<file path="src/rtl/gerencia_pc_ctx_if.sv">
// Bus between the datapath/kernel (master) and the PC/context manager (slave).
interface gerencia_pc_ctx_if #(
  parameter int PC_W     = 32,
  parameter int NUM_PROC = 4,
  parameter int ID_W     = 2
);
  logic                HALT;
  logic                stall;
  logic [PC_W-1:0]     novoPC;
  logic                sw_req;
  logic [ID_W-1:0]     sw_id;
  logic [PC_W-1:0]     sw_pc;
  logic [PC_W-1:0]     atualPC;
  logic [ID_W-1:0]     id_proc;
  logic                sw_busy;
  logic                sw_done;
  logic                sw_err;
  logic [NUM_PROC-1:0] ctx_valid;
  logic                pc_fault;

  modport master (
    output HALT, stall, novoPC, sw_req, sw_id, sw_pc,
    input  atualPC, id_proc, sw_busy, sw_done, sw_err, ctx_valid, pc_fault
  );

  modport slave (
    input  HALT, stall, novoPC, sw_req, sw_id, sw_pc,
    output atualPC, id_proc, sw_busy, sw_done, sw_err, ctx_valid, pc_fault
  );
endinterface

</file>
<file path="src/rtl/gerencia_pc_ctx.sv">
// Multi-context PC manager: live PC, running process ID, kernel-driven context switches.
// Optional per-process PC region check enabled by defining PC_BOUNDS_EN.
module gerencia_pc_ctx #(
  parameter int PC_W      = 32,
  parameter int NUM_PROC  = 4,
  parameter int ID_W      = 2,
  parameter int KERNEL_PC = 0,
  parameter int HALT_PC   = 46,
  parameter int REGION_SZ = 256,
  parameter int FAULT_PC  = 44
) (
  input  logic                clk,
  input  logic                reset,
  gerencia_pc_ctx_if.slave    bus
);

  typedef enum logic {RUN, LOAD} state_t;

  localparam logic [PC_W-1:0] KernelPc = PC_W'(KERNEL_PC);
  localparam logic [PC_W-1:0] HaltPc   = PC_W'(HALT_PC);
  localparam logic [PC_W-1:0] FaultPc  = PC_W'(FAULT_PC);
  localparam logic [ID_W:0]   NumProcL = (ID_W+1)'(NUM_PROC);
  localparam int              EW       = PC_W + ID_W + 1;

`ifdef PC_BOUNDS_EN
  localparam bit BoundsEn = 1'b1;
`else
  localparam bit BoundsEn = 1'b0;
`endif

  state_t              stateQ, stateNext;
  logic [PC_W-1:0]     pcQ, pcNext;
  logic [ID_W-1:0]     idQ, idNext;
  logic [NUM_PROC-1:0] validQ, validNext;
  logic [ID_W-1:0]     tgtQ, tgtNext;
  logic [PC_W-1:0]     swPcQ, swPcNext;
  logic                doneQ, doneNext;
  logic                errQ, errNext;
  logic                faultQ, faultNext;
  logic                ctx0We;
  logic [PC_W-1:0]     ctxPc [NUM_PROC];

  logic                swAccept;
  logic                boundsFault;
  logic [EW-1:0]       regionLo, regionHi, pcExt;

  // A user process may only execute inside [id*REGION_SZ, (id+1)*REGION_SZ).
  always_comb begin
    regionLo    = EW'(idQ) * EW'(REGION_SZ);
    regionHi    = regionLo + EW'(REGION_SZ);
    pcExt       = EW'(bus.novoPC);
    boundsFault = BoundsEn && (idQ != '0) && ((pcExt < regionLo) || (pcExt >= regionHi));
  end

  assign swAccept = bus.sw_req && (idQ == '0) && (bus.sw_id != '0) &&
                    ({1'b0, bus.sw_id} < NumProcL);

  // NOTE: combinational blocks use blocking '=' and sequential blocks use '<=';
  // every output gets a default first so no path leaves a latch behind.
  always_comb begin
    stateNext = stateQ;
    pcNext    = pcQ;
    idNext    = idQ;
    validNext = validQ;
    tgtNext   = tgtQ;
    swPcNext  = swPcQ;
    doneNext  = 1'b0;
    errNext   = 1'b0;
    faultNext = 1'b0;
    ctx0We    = 1'b0;

    unique case (stateQ)
      RUN: begin
        if (bus.HALT) begin
          if (idQ == '0) begin
            pcNext = KernelPc;
          end else begin
            pcNext         = HaltPc;
            idNext         = '0;
            validNext[idQ] = 1'b0;
          end
        end else if (boundsFault) begin
          pcNext         = FaultPc;
          idNext         = '0;
          validNext[idQ] = 1'b0;
          faultNext      = 1'b1;
          errNext        = bus.sw_req;
        end else if (swAccept) begin
          ctx0We       = 1'b1;
          validNext[0] = 1'b1;
          tgtNext      = bus.sw_id;
          swPcNext     = bus.sw_pc;
          stateNext    = LOAD;
        end else begin
          errNext = bus.sw_req;
          if (!bus.stall) pcNext = bus.novoPC;
        end
      end
      LOAD: begin
        // HALT, stall and sw_req are deliberately ignored for this one cycle.
        pcNext    = validQ[tgtQ] ? ctxPc[tgtQ] : swPcQ;
        idNext    = tgtQ;
        doneNext  = 1'b1;
        stateNext = RUN;
      end
      default: stateNext = RUN;
    endcase
  end

  always_ff @(posedge clk) begin
    if (reset) begin
      stateQ <= RUN;
      pcQ    <= KernelPc;
      idQ    <= '0;
      validQ <= '0;
      tgtQ   <= '0;
      swPcQ  <= '0;
      doneQ  <= 1'b0;
      errQ   <= 1'b0;
      faultQ <= 1'b0;
    end else begin
      stateQ <= stateNext;
      pcQ    <= pcNext;
      idQ    <= idNext;
      validQ <= validNext;
      tgtQ   <= tgtNext;
      swPcQ  <= swPcNext;
      doneQ  <= doneNext;
      errQ   <= errNext;
      faultQ <= faultNext;
    end
  end

  // NOTE: the context PC store is cleared on reset because the block's reset
  // state is defined to include all-zero saved PCs, not just the valid flags.
  always_ff @(posedge clk) begin
    if (reset) begin
      for (int i = 0; i < NUM_PROC; i++) ctxPc[i] <= '0;
    end else if (ctx0We) begin
      ctxPc[0] <= bus.novoPC;
    end
  end

  assign bus.atualPC   = pcQ;
  assign bus.id_proc   = idQ;
  assign bus.sw_busy   = (stateQ == LOAD);
  assign bus.sw_done   = doneQ;
  assign bus.sw_err    = errQ;
  assign bus.ctx_valid = validQ;
  assign bus.pc_fault  = faultQ;

endmodule

</file>
<file path="src/flat_wrapper.sv">
// flat-port wrapper written by rule: the top's interface ports become plain ports
module gerencia_pc_ctx_flat 
#(
  parameter int PC_W      = 32,
  parameter int NUM_PROC  = 4,
  parameter int ID_W      = 2,
  parameter int KERNEL_PC = 0,
  parameter int HALT_PC   = 46,
  parameter int REGION_SZ = 256,
  parameter int FAULT_PC  = 44
)
  (clk, reset, bus_HALT, bus_stall, bus_novoPC, bus_sw_req, bus_sw_id, bus_sw_pc, bus_atualPC, bus_id_proc, bus_sw_busy, bus_sw_done, bus_sw_err, bus_ctx_valid, bus_pc_fault);
  gerencia_pc_ctx_if #(.PC_W(PC_W), .NUM_PROC(NUM_PROC), .ID_W(ID_W)) bus_i ();
  input  logic clk;
  input  logic reset;
  input wire logic [$bits(bus_i.HALT)-1:0] bus_HALT;
  input wire logic [$bits(bus_i.stall)-1:0] bus_stall;
  input wire logic [$bits(bus_i.novoPC)-1:0] bus_novoPC;
  input wire logic [$bits(bus_i.sw_req)-1:0] bus_sw_req;
  input wire logic [$bits(bus_i.sw_id)-1:0] bus_sw_id;
  input wire logic [$bits(bus_i.sw_pc)-1:0] bus_sw_pc;
  output wire logic [$bits(bus_i.atualPC)-1:0] bus_atualPC;
  output wire logic [$bits(bus_i.id_proc)-1:0] bus_id_proc;
  output wire logic [$bits(bus_i.sw_busy)-1:0] bus_sw_busy;
  output wire logic [$bits(bus_i.sw_done)-1:0] bus_sw_done;
  output wire logic [$bits(bus_i.sw_err)-1:0] bus_sw_err;
  output wire logic [$bits(bus_i.ctx_valid)-1:0] bus_ctx_valid;
  output wire logic [$bits(bus_i.pc_fault)-1:0] bus_pc_fault;
  assign bus_i.HALT = bus_HALT;
  assign bus_i.stall = bus_stall;
  assign bus_i.novoPC = bus_novoPC;
  assign bus_i.sw_req = bus_sw_req;
  assign bus_i.sw_id = bus_sw_id;
  assign bus_i.sw_pc = bus_sw_pc;
  assign bus_atualPC = bus_i.atualPC;
  assign bus_id_proc = bus_i.id_proc;
  assign bus_sw_busy = bus_i.sw_busy;
  assign bus_sw_done = bus_i.sw_done;
  assign bus_sw_err = bus_i.sw_err;
  assign bus_ctx_valid = bus_i.ctx_valid;
  assign bus_pc_fault = bus_i.pc_fault;
  gerencia_pc_ctx #(.PC_W(PC_W), .NUM_PROC(NUM_PROC), .ID_W(ID_W), .KERNEL_PC(KERNEL_PC), .HALT_PC(HALT_PC), .REGION_SZ(REGION_SZ), .FAULT_PC(FAULT_PC)) u_core (.clk(clk), .reset(reset), .bus(bus_i));
endmodule
</file>
<file path="config.mk">
export PLATFORM = sky130hd
export DESIGN_NAME = gerencia_pc_ctx_flat
export DESIGN_NICKNAME = d
export VERILOG_FILES = /design/src/rtl/gerencia_pc_ctx_if.sv /design/src/rtl/gerencia_pc_ctx.sv /design/src/flat_wrapper.sv
export SDC_FILE = /design/constraint.sdc
export NUM_CORES = 1
export LEC_CHECK = 0
export CELL_PAD_IN_SITES_DETAIL_PLACEMENT = 2
export CELL_PAD_IN_SITES_GLOBAL_PLACEMENT = 2
export CORE_MARGIN = 2
export CORE_UTILIZATION = 34
export CTS_CLUSTER_DIAMETER = 150
export CTS_CLUSTER_SIZE = 8
export DETAILED_ROUTE_END_ITERATION = 7
export GPL_TIMING_DRIVEN = 0
export PLACE_DENSITY = 0.87
export SETUP_SLACK_MARGIN = 0.4
export SLEW_MARGIN = 20
export SYNTH_ARGS = -nofsm -noshare
export SYNTH_HDL_FRONTEND = slang
export SYNTH_SLANG_ARGS = --single-unit
</file>
<file path="constraint.sdc">
create_clock -name clk -period 3 [get_ports clk]
set_input_delay 0.6 -clock clk [delete_from_list [all_inputs] [get_ports clk]]
set_output_delay 0.6 -clock clk [all_outputs]
set_load 0.05 [all_outputs]
</file>
======== Word-level counts from Yosys, hierarchy flattened ========
Memories as Yosys holds them, arrays and structs flattened. A register that Yosys moved wholly into a read port is not among the register bits.
Cells that the tools add are included.
word-level totals
  register bits ........................... 75
  memory bits (writable) .................. 128
  input port bits ......................... 71
  output and inout bits ................... 42
  word-level logic and storage cells ...... 65
  memories kept ........................... 1
memories
  name          depth  width  read ports  clocked after memory_dff  wr ports  line                   text
  u_core.ctxPc  4      32     1           1                         4         gerencia_pc_ctx.sv:41  logic [PC_W-1:0] ctxPc [NUM_PROC];
cells by class
  $lt $le $gt $ge ......................... 3
  equal/unequal tests ..................... 5
  multiplexer cells ....................... 29
  bitwise logic cells ..................... 6
  reduce and logical (&&, ||, !) cells .... 12
operators with widths
  kind                number
  $mux 32             5
  $pmux 32 s2         1
  $mux 1              14
  $reduce_and 3->1    3
  $mux 2              4
  $lt 2x3->1 const B  2
  $mux 6              1
  $ne 2x2->1 const B  3
  $ne 3x3->1 const B  2
  $and 4x4->4         1
  $not 4->4           1
  $pmux 2 s2          1
  $reduce_and 2->1    2
  $reduce_bool 2->1   2
  $reduce_or 4->1     1
  $logic_and 1x1->1   3
  $not 1->1           3
  $bmux 1 s2          1
  $demux 1 s2         1
  $ge 2x1->1 const B  1
  $logic_not 2->1     1
  $pmux 1 s2          1
  $or 1x1->1          1

======== Logic depth before layout (Yosys ltp) ========
Gate-level depths: netlist of run 1.
  depth after elaboration ................. 10
  gate-level depth with buffers ........... 6
  depth with buffers taken out ............ 4

======== Worst setup path before layout of run 1 ========
OpenSTA, ideal clock, no wires.
  path type ............................... register -> register
  from .................................... register u_core.idQ[1] (netlist: u_core.bus.id_proc[1])
  to ...................................... memory u_core.ctxPc[0][0], enable pin
  setup time .............................. 0.400 ns
  arrival ................................. 1.953 ns
  required time ........................... 2.600 ns
  setup slack ............................. 0.647 ns
  stages on the path, launching flop included .. 6
  buffers on the path ..................... 1
  cell sequence ........................... dfxtp_1 -> nor2_1 -> and3_1 -> a21oi_2 -> buf_2 -> inv_1
RTL lines
  item                    line                    text
  from (decl)             gerencia_pc_ctx.sv:33   logic [ID_W-1:0] idQ, idNext;
  from (signal assigned)  gerencia_pc_ctx.sv:124  idQ <= idNext;
  to (decl)               gerencia_pc_ctx.sv:41

==> results_dict.tcl, run 1 <==
set metrics [dict create \
    grt_use_total_pct 24.70 \
    port_buffers 110 \
    die-area_um2 18930 \
    final_nets 751 \
    drt-wirelength-per-cell_um 24.30 \
    fin_crit_ns 2.524 \
    cts_tree "yes" \
    final_common_cell "clkdlybuf4s50_1" \
    initial_utilization_pct 34.95 \
    path_clk_slew_ns 0.06 \
    die_h_um 137.6 \
    drcViolationCount 0 \
    grt-ovfl-total 0 \
    rsz0062_at_grt "no" \
    p_per_area_nw_per_um2 623.3 \
    crit_fanout 32 \
    yosysSeqAreaShare_pct 57.10 \
    yosysTopAreaCell "edfxtp_1" \
    root_buffer "clkbuf_16" \
    tns_ns 0 \
    fin_skew_ns 0.006981 \
    vias 5145 \
    synth-seq-cells 141 \
    finalWirelength_um 22330 \
    finalSetupViolCount 0 \
    die_width_um 137.6 \
    drv_slew 0 \
    period_share_pct 84.13 \
    cp_slowest_stage_delay_ns 0.58 \
    cts_resized 1 \
    hold-worst-slack_ns 0.4786 \
    ant_nets 0 \
    use_met2_pct 44.53 \
    use_met1_pct 29.42 \
    required_ns 3.07 \
    worstSetupEndpointType "register" \
    hold_viol_final 0 \
    cp_cell_sequence "clkdlybuf4s50_1 -> clkbuf_1 -> a21oi_2 -> buf_2 -> inv_4" \
    dpl_cell_area_um2 7470 \
    coreArea_um2 17360 \
    gpl.final_weighted_congestion 0.8191 \
    status "complete, no violations" \
    cp_data_arrival_time_ns 2.60 \
    busiest_layer "met2" \
    synth_async_sr_flop_share_pct 0 \
    drtIter0Drc 333 \
    clkLatencyLatePin_ns 0.43 \
    max_cap_violations 0 \
    max-vdd-ir-drop_mv 0.3424 \
    place_hpwl_um 15190 \
    ctsHoldBuffers 0 \
    synthTopCellsByArea "edfxtp_1 (32%), dfxtp_1 (25%), a22o_1 (9.5%)" \
    grt_start_max_net_pins 33 \
    drtPass1Iterations 4 \
    yosysUniqueCellTypes 35 \
    synth_top_area_share_pct 31.68 \
    htree_levels 4 \
    grt_pass1_wl_um 34140 \
    ys_warn_count 0 \
    crit_type "in -> reg" \
    cellLeakagePower_nw 2.991 \
    synthCells 550 \
    worstSetupStartpointType "input pin" \
    grt_pass1_vias 5791 \
    cpMaxStageDelayCell "clkdlybuf4s50_1" \
    syn_area_um2 6066 \
    tightest_slew_ns 0.8141 \
    max_slew_margin_pct 45.26 \
    synthToLayoutAreaGrowth_pct 33.25 \
    grt.met3_usage_pct 4.489 \
    finalPower_w 0.005038 \
    cts_sinks 141 \
    hp-class "reg -> reg" \
    ios 113 \
    clockBufferDepth 2 \
    postSynthAreaPerCell_um2 11.03 \
    synth_edf_count 64 \
    synthFlopType "dfxtp_1" \
    synthesis.nets 621 \
    core.rowCount 48 \
    final_cell_mix "clkdlybuf4s50_1 (110), dfxtp_1 (77), a22o_1 (66)" \
    stdcell_area_um2 8083 \
    cts_made_buffers 17 \
    grt_antenna_before_repair 1 \
    vias_per_cell 5.598 \
    post_cts_buffers 0 \
    clock.fmax_mhz 396.2 \
    drive_above_1_share_pct 11.54 \
]
-- power by group --
group	switching, W	internal, W	leakage, nW
combinational	0.000431	0.000266	1.41
sequential	0.0000618	0.00212	1.29
clock	0.000833	0.00132	0.293
total	0.00133	0.00371	2.99
-- cells by family after synthesis --
group,synth area share [%]
simple gates,17.62
compound gates,20.50
buf+inv,4.352
other cells,0.06182
flops,57.10
mux,0.3713
-- critical path, delay by kind of cell --
kind | cells | cell delay [ns]
AO/OA/AOI/OAI | 1 | 0.22
buffers and inverters | 4 | 1.74
-- through the flow --
step                util [%]  worst slack (ns)  instances
CTS                    46.55            0.5391        918
global placement       42.91           -0.5039        885
finish                 46.57            0.4762        919
floorplan                  -            0.6471        550
detailed placement     43.04           -0.1267        886
global route           46.57            0.4132        919
-- cell type report --
class | instances | area (µm²)
fillers | 1769 | 9274
clock inverters | 8 | 73.82
diodes | 1 | 2.502
flip-flops and latches | 141 | 3463
repair buffers | 111 | 1121
multi-input cells | 353 | 2338
well taps | 225 | 281.5
clock buffers | 24 | 534.3
inverters | 2 | 10.01
plain buffers | 54 | 257.7
-- layer usage --
metal  wire length, µm  vias up  part of all wire [%]
met5                 0        -                     0
met3               922       31                   4.1
li1                  -     2296                     -
met1              9297     2669                    42
met2             11720      149                    52
met4               397        0                   1.8
-- cell usage after synthesis, types with 2 or more instances --
cell type / number
a311oi_1: 12
a31oi_1: 32
a311oi_2: 20
nand4bb_1: 2
nor3_1: 32
nor3b_1: 2
buf_2: 16
a21oi_1: 3
a22o_1: 66
nor2_1: 36
and2_1: 65
inv_1: 2
clkbuf_1: 32
edfxtp_1: 64
and3_1: 4
buf_6: 4
nand2_1: 64
dfxtp_1: 77
-- worst paths after layout --
kind | startpoint | end | slack, ns | depth (start not counted)
max | reset | u_core.ctxPc[0][26] | 0.48 | 5
min | u_core.swPcQ[9] | u_core.swPcQ[9] | 0.48 | 1
max reg2reg | u_core.bus.id_proc[1] | u_core.ctxPc[3][2] | 0.64 | 5
min reg2reg | u_core.swPcQ[9] | u_core.swPcQ[9] | 0.48 | 1
-- state kept, by name, indices dropped and copies added (netlist names), named ones only --
register,count
u_core.bus.sw_err,1
u_core.ctxPc,64
u_core.swPcQ,32
u_core.bus.ctx_valid,4
u_core.bus.id_proc,2
u_core.bus.sw_done,1
u_core.tgtQ,2
u_core.bus.sw_busy,1
u_core.bus.atualPC,32
(Power assumes the default switching activity.)
==> inputs of run 2 (changes only) <==
- clock period: 3 -> 2.62 ns (I/O delays scaled with it)
==> run 2 against run 1 <==
Effect of this change: utilization up 0.70 points; count of clock-buffer cells in the layout rose by 1; first-iteration DRC count shrank 37%; critical path type unchanged.
==> results_dict.tcl, run 2 (same netlist as run 1, synthesis figures left out) <==
set metrics [dict create \
    status "complete, no violations" \
    max_slew_margin_pct 44.71 \
    drcViolationCount 0 \
    worstSetupEndpointType "register" \
    grt-ovfl-total 0 \
    hold-worst-slack_ns 0.4752 \
    cp_data_arrival_time_ns 2.46 \
    hold_viol_final 0 \
    required_ns 2.90 \
    drt-met1-wl_um 9193 \
    antenna_cells 0 \
    dpl_cell_area_um2 7486 \
    vias_per_cell 5.465 \
    fin_ws_ns 0.4395 \
    initial_utilization_pct 34.95 \
    clkLatencyLatePin_ns 0.44 \
    crit_fanout 10 \
    largest_reg_flops 64 \
    vias 5061 \
    top_layer "met4" \
    port_buffers 110 \
    cp_cell_sequence "clkdlybuf4s50_1 -> or2_1 -> and3_1 -> o21ai_4 -> buf_2 -> a311oi_2" \
    grt_antenna_before_repair 0 \
    largest_register "u_core.ctxPc" \
    drtIter0Drc 210 \
    synthToLayoutAreaGrowth_pct 35.25 \
    clock.fmax_mhz 458.6 \
    cts_tree "yes" \
    coreArea_um2 17360 \
    finalSetupViolCount 0 \
    htree_levels 4 \
    cpMaxStageDelayCell "clkdlybuf4s50_1" \
    grt_pass1_vias 5696 \
    crit_type "in -> reg" \
    cts_sinks 141 \
    tightest_slew_ns 0.8294 \
    cp_top_family "buffers and inverters" \
    ios 113 \
    cts_made_buffers 17 \
    fin_skew_ns 0.008359 \
    final_cell_mix "clkdlybuf4s50_1 (109), dfxtp_1 (75), a22o_1 (66)" \
    gpl.final_weighted_congestion 0.7802 \
    max-vdd-ir-drop_mv 0.5144 \
    p_per_area_nw_per_um2 712.5 \
    die_h_um 137.6 \
    grt_pass1_wl_um 33040 \
    grt_use_total_pct 24.12 \
    die-area_um2 18930 \
    cp_slowest_stage_delay_ns 0.45 \
    wl_met3_um 959 \
    clockBufferDepth 2 \
    path_clk_slew_ns 0.06 \
    cellLeakagePower_nw 3.066 \
    period_share_pct 83.22 \
    tns_ns 0 \
    place_hpwl_um 14660 \
    worstSetupStartpointType "input pin" \
    drv_slew 0 \
    finalWirelength_um 21670 \
    worst-path-buf-inv 2 \
    pre_cts_slack_ns -0.6252 \
    met2WireLength_um 11050 \
    ant_nets 0 \
    drt-wirelength-per-cell_um 23.40 \
    stdcell_area_um2 8204 \
    drive_above_1_share_pct 12.98 \
    drtPass1Iterations 5 \
    max_cap_violations 0 \
    fin_crit_ns 2.180 \
    final_common_cell "clkdlybuf4s50_1" \
    core.rowCount 48 \
    rsz0062_at_grt "no" \
    ff2ff_setup_slack_ns 0.53 \
    final_nets 759 \
    ctsHoldBuffers 0 \
    die_width_um 137.6 \
    grt_start_max_net_pins 23 \
    hp-class "reg -> reg" \
    root_buffer "clkbuf_16" \
]
[run 2: per-stage QoR]
| step | std cells | total power (W) | util (%) |
|---|---|---|---|
| finish | 926 | 0.005846 | 47.27 |
| global route | 926 | 0.006034 | 47.27 |
| CTS | 924 | 0.005864 | 47.15 |
| detailed placement | 886 | 0.003325 | 43.13 |
| global placement | 885 | 0.003287 | 43.01 |
| floorplan | 550 | 0.002965 | - |
[run 2: final timing paths]
path / start / endpoint / cells after the start
setup / recovery: bus_sw_id[1] / u_core.bus.atualPC[15] / 6
hold reg to reg: u_core.swPcQ[3] / u_core.swPcQ[3] / 1
hold / removal: u_core.swPcQ[3] / u_core.swPcQ[3] / 1
setup reg to reg: u_core.bus.sw_busy / u_core.bus.atualPC[20] / 6
[run 2: routing by layer]
layer | track usage, % | vias up
met3 | 5.040 | 41
met5 | 0 | -
li1 | - | 2317
met2 | 42.70 | 135
met4 | 9.164 | 0
met1 | 28.65 | 2568
[run 2: worst register-to-register path: stages (launching register included)]
cell,delay [ns]
dfxtp_1,0.39
clkbuf_1,0.45
clkbuf_1,0.55
nand2_1,0.14
nor2_1,0.14
a31oi_1,0.07
a311oi_2,0.27
[run 2: layout make-up]
class                   instances  area [µm²]
plain buffers                  54       269.0
repair inverters                1       7.507
clock inverters                 7       108.9
clock buffers                  25       496.7
flip-flops and latches        141        3466
inverters                       2       11.26
well taps                     225       281.5
repair buffers                118        1210
multi-input cells             353        2354
fillers                      1729        9153
[run 2: repair_timing]
item                       4_1_cts  5_1_grt
setup endpoints to repair       65       51
hold endpoints to repair         0        0
cloned                           1        0
pin swaps                        1        1
buffers inserted                 5        2
gates resized for setup          5        7
[run 2: power breakdown]
group          switching (W)  internal (W)
registers          0.0000669       0.00243
clock network       0.000937       0.00160
logic               0.000494      0.000323
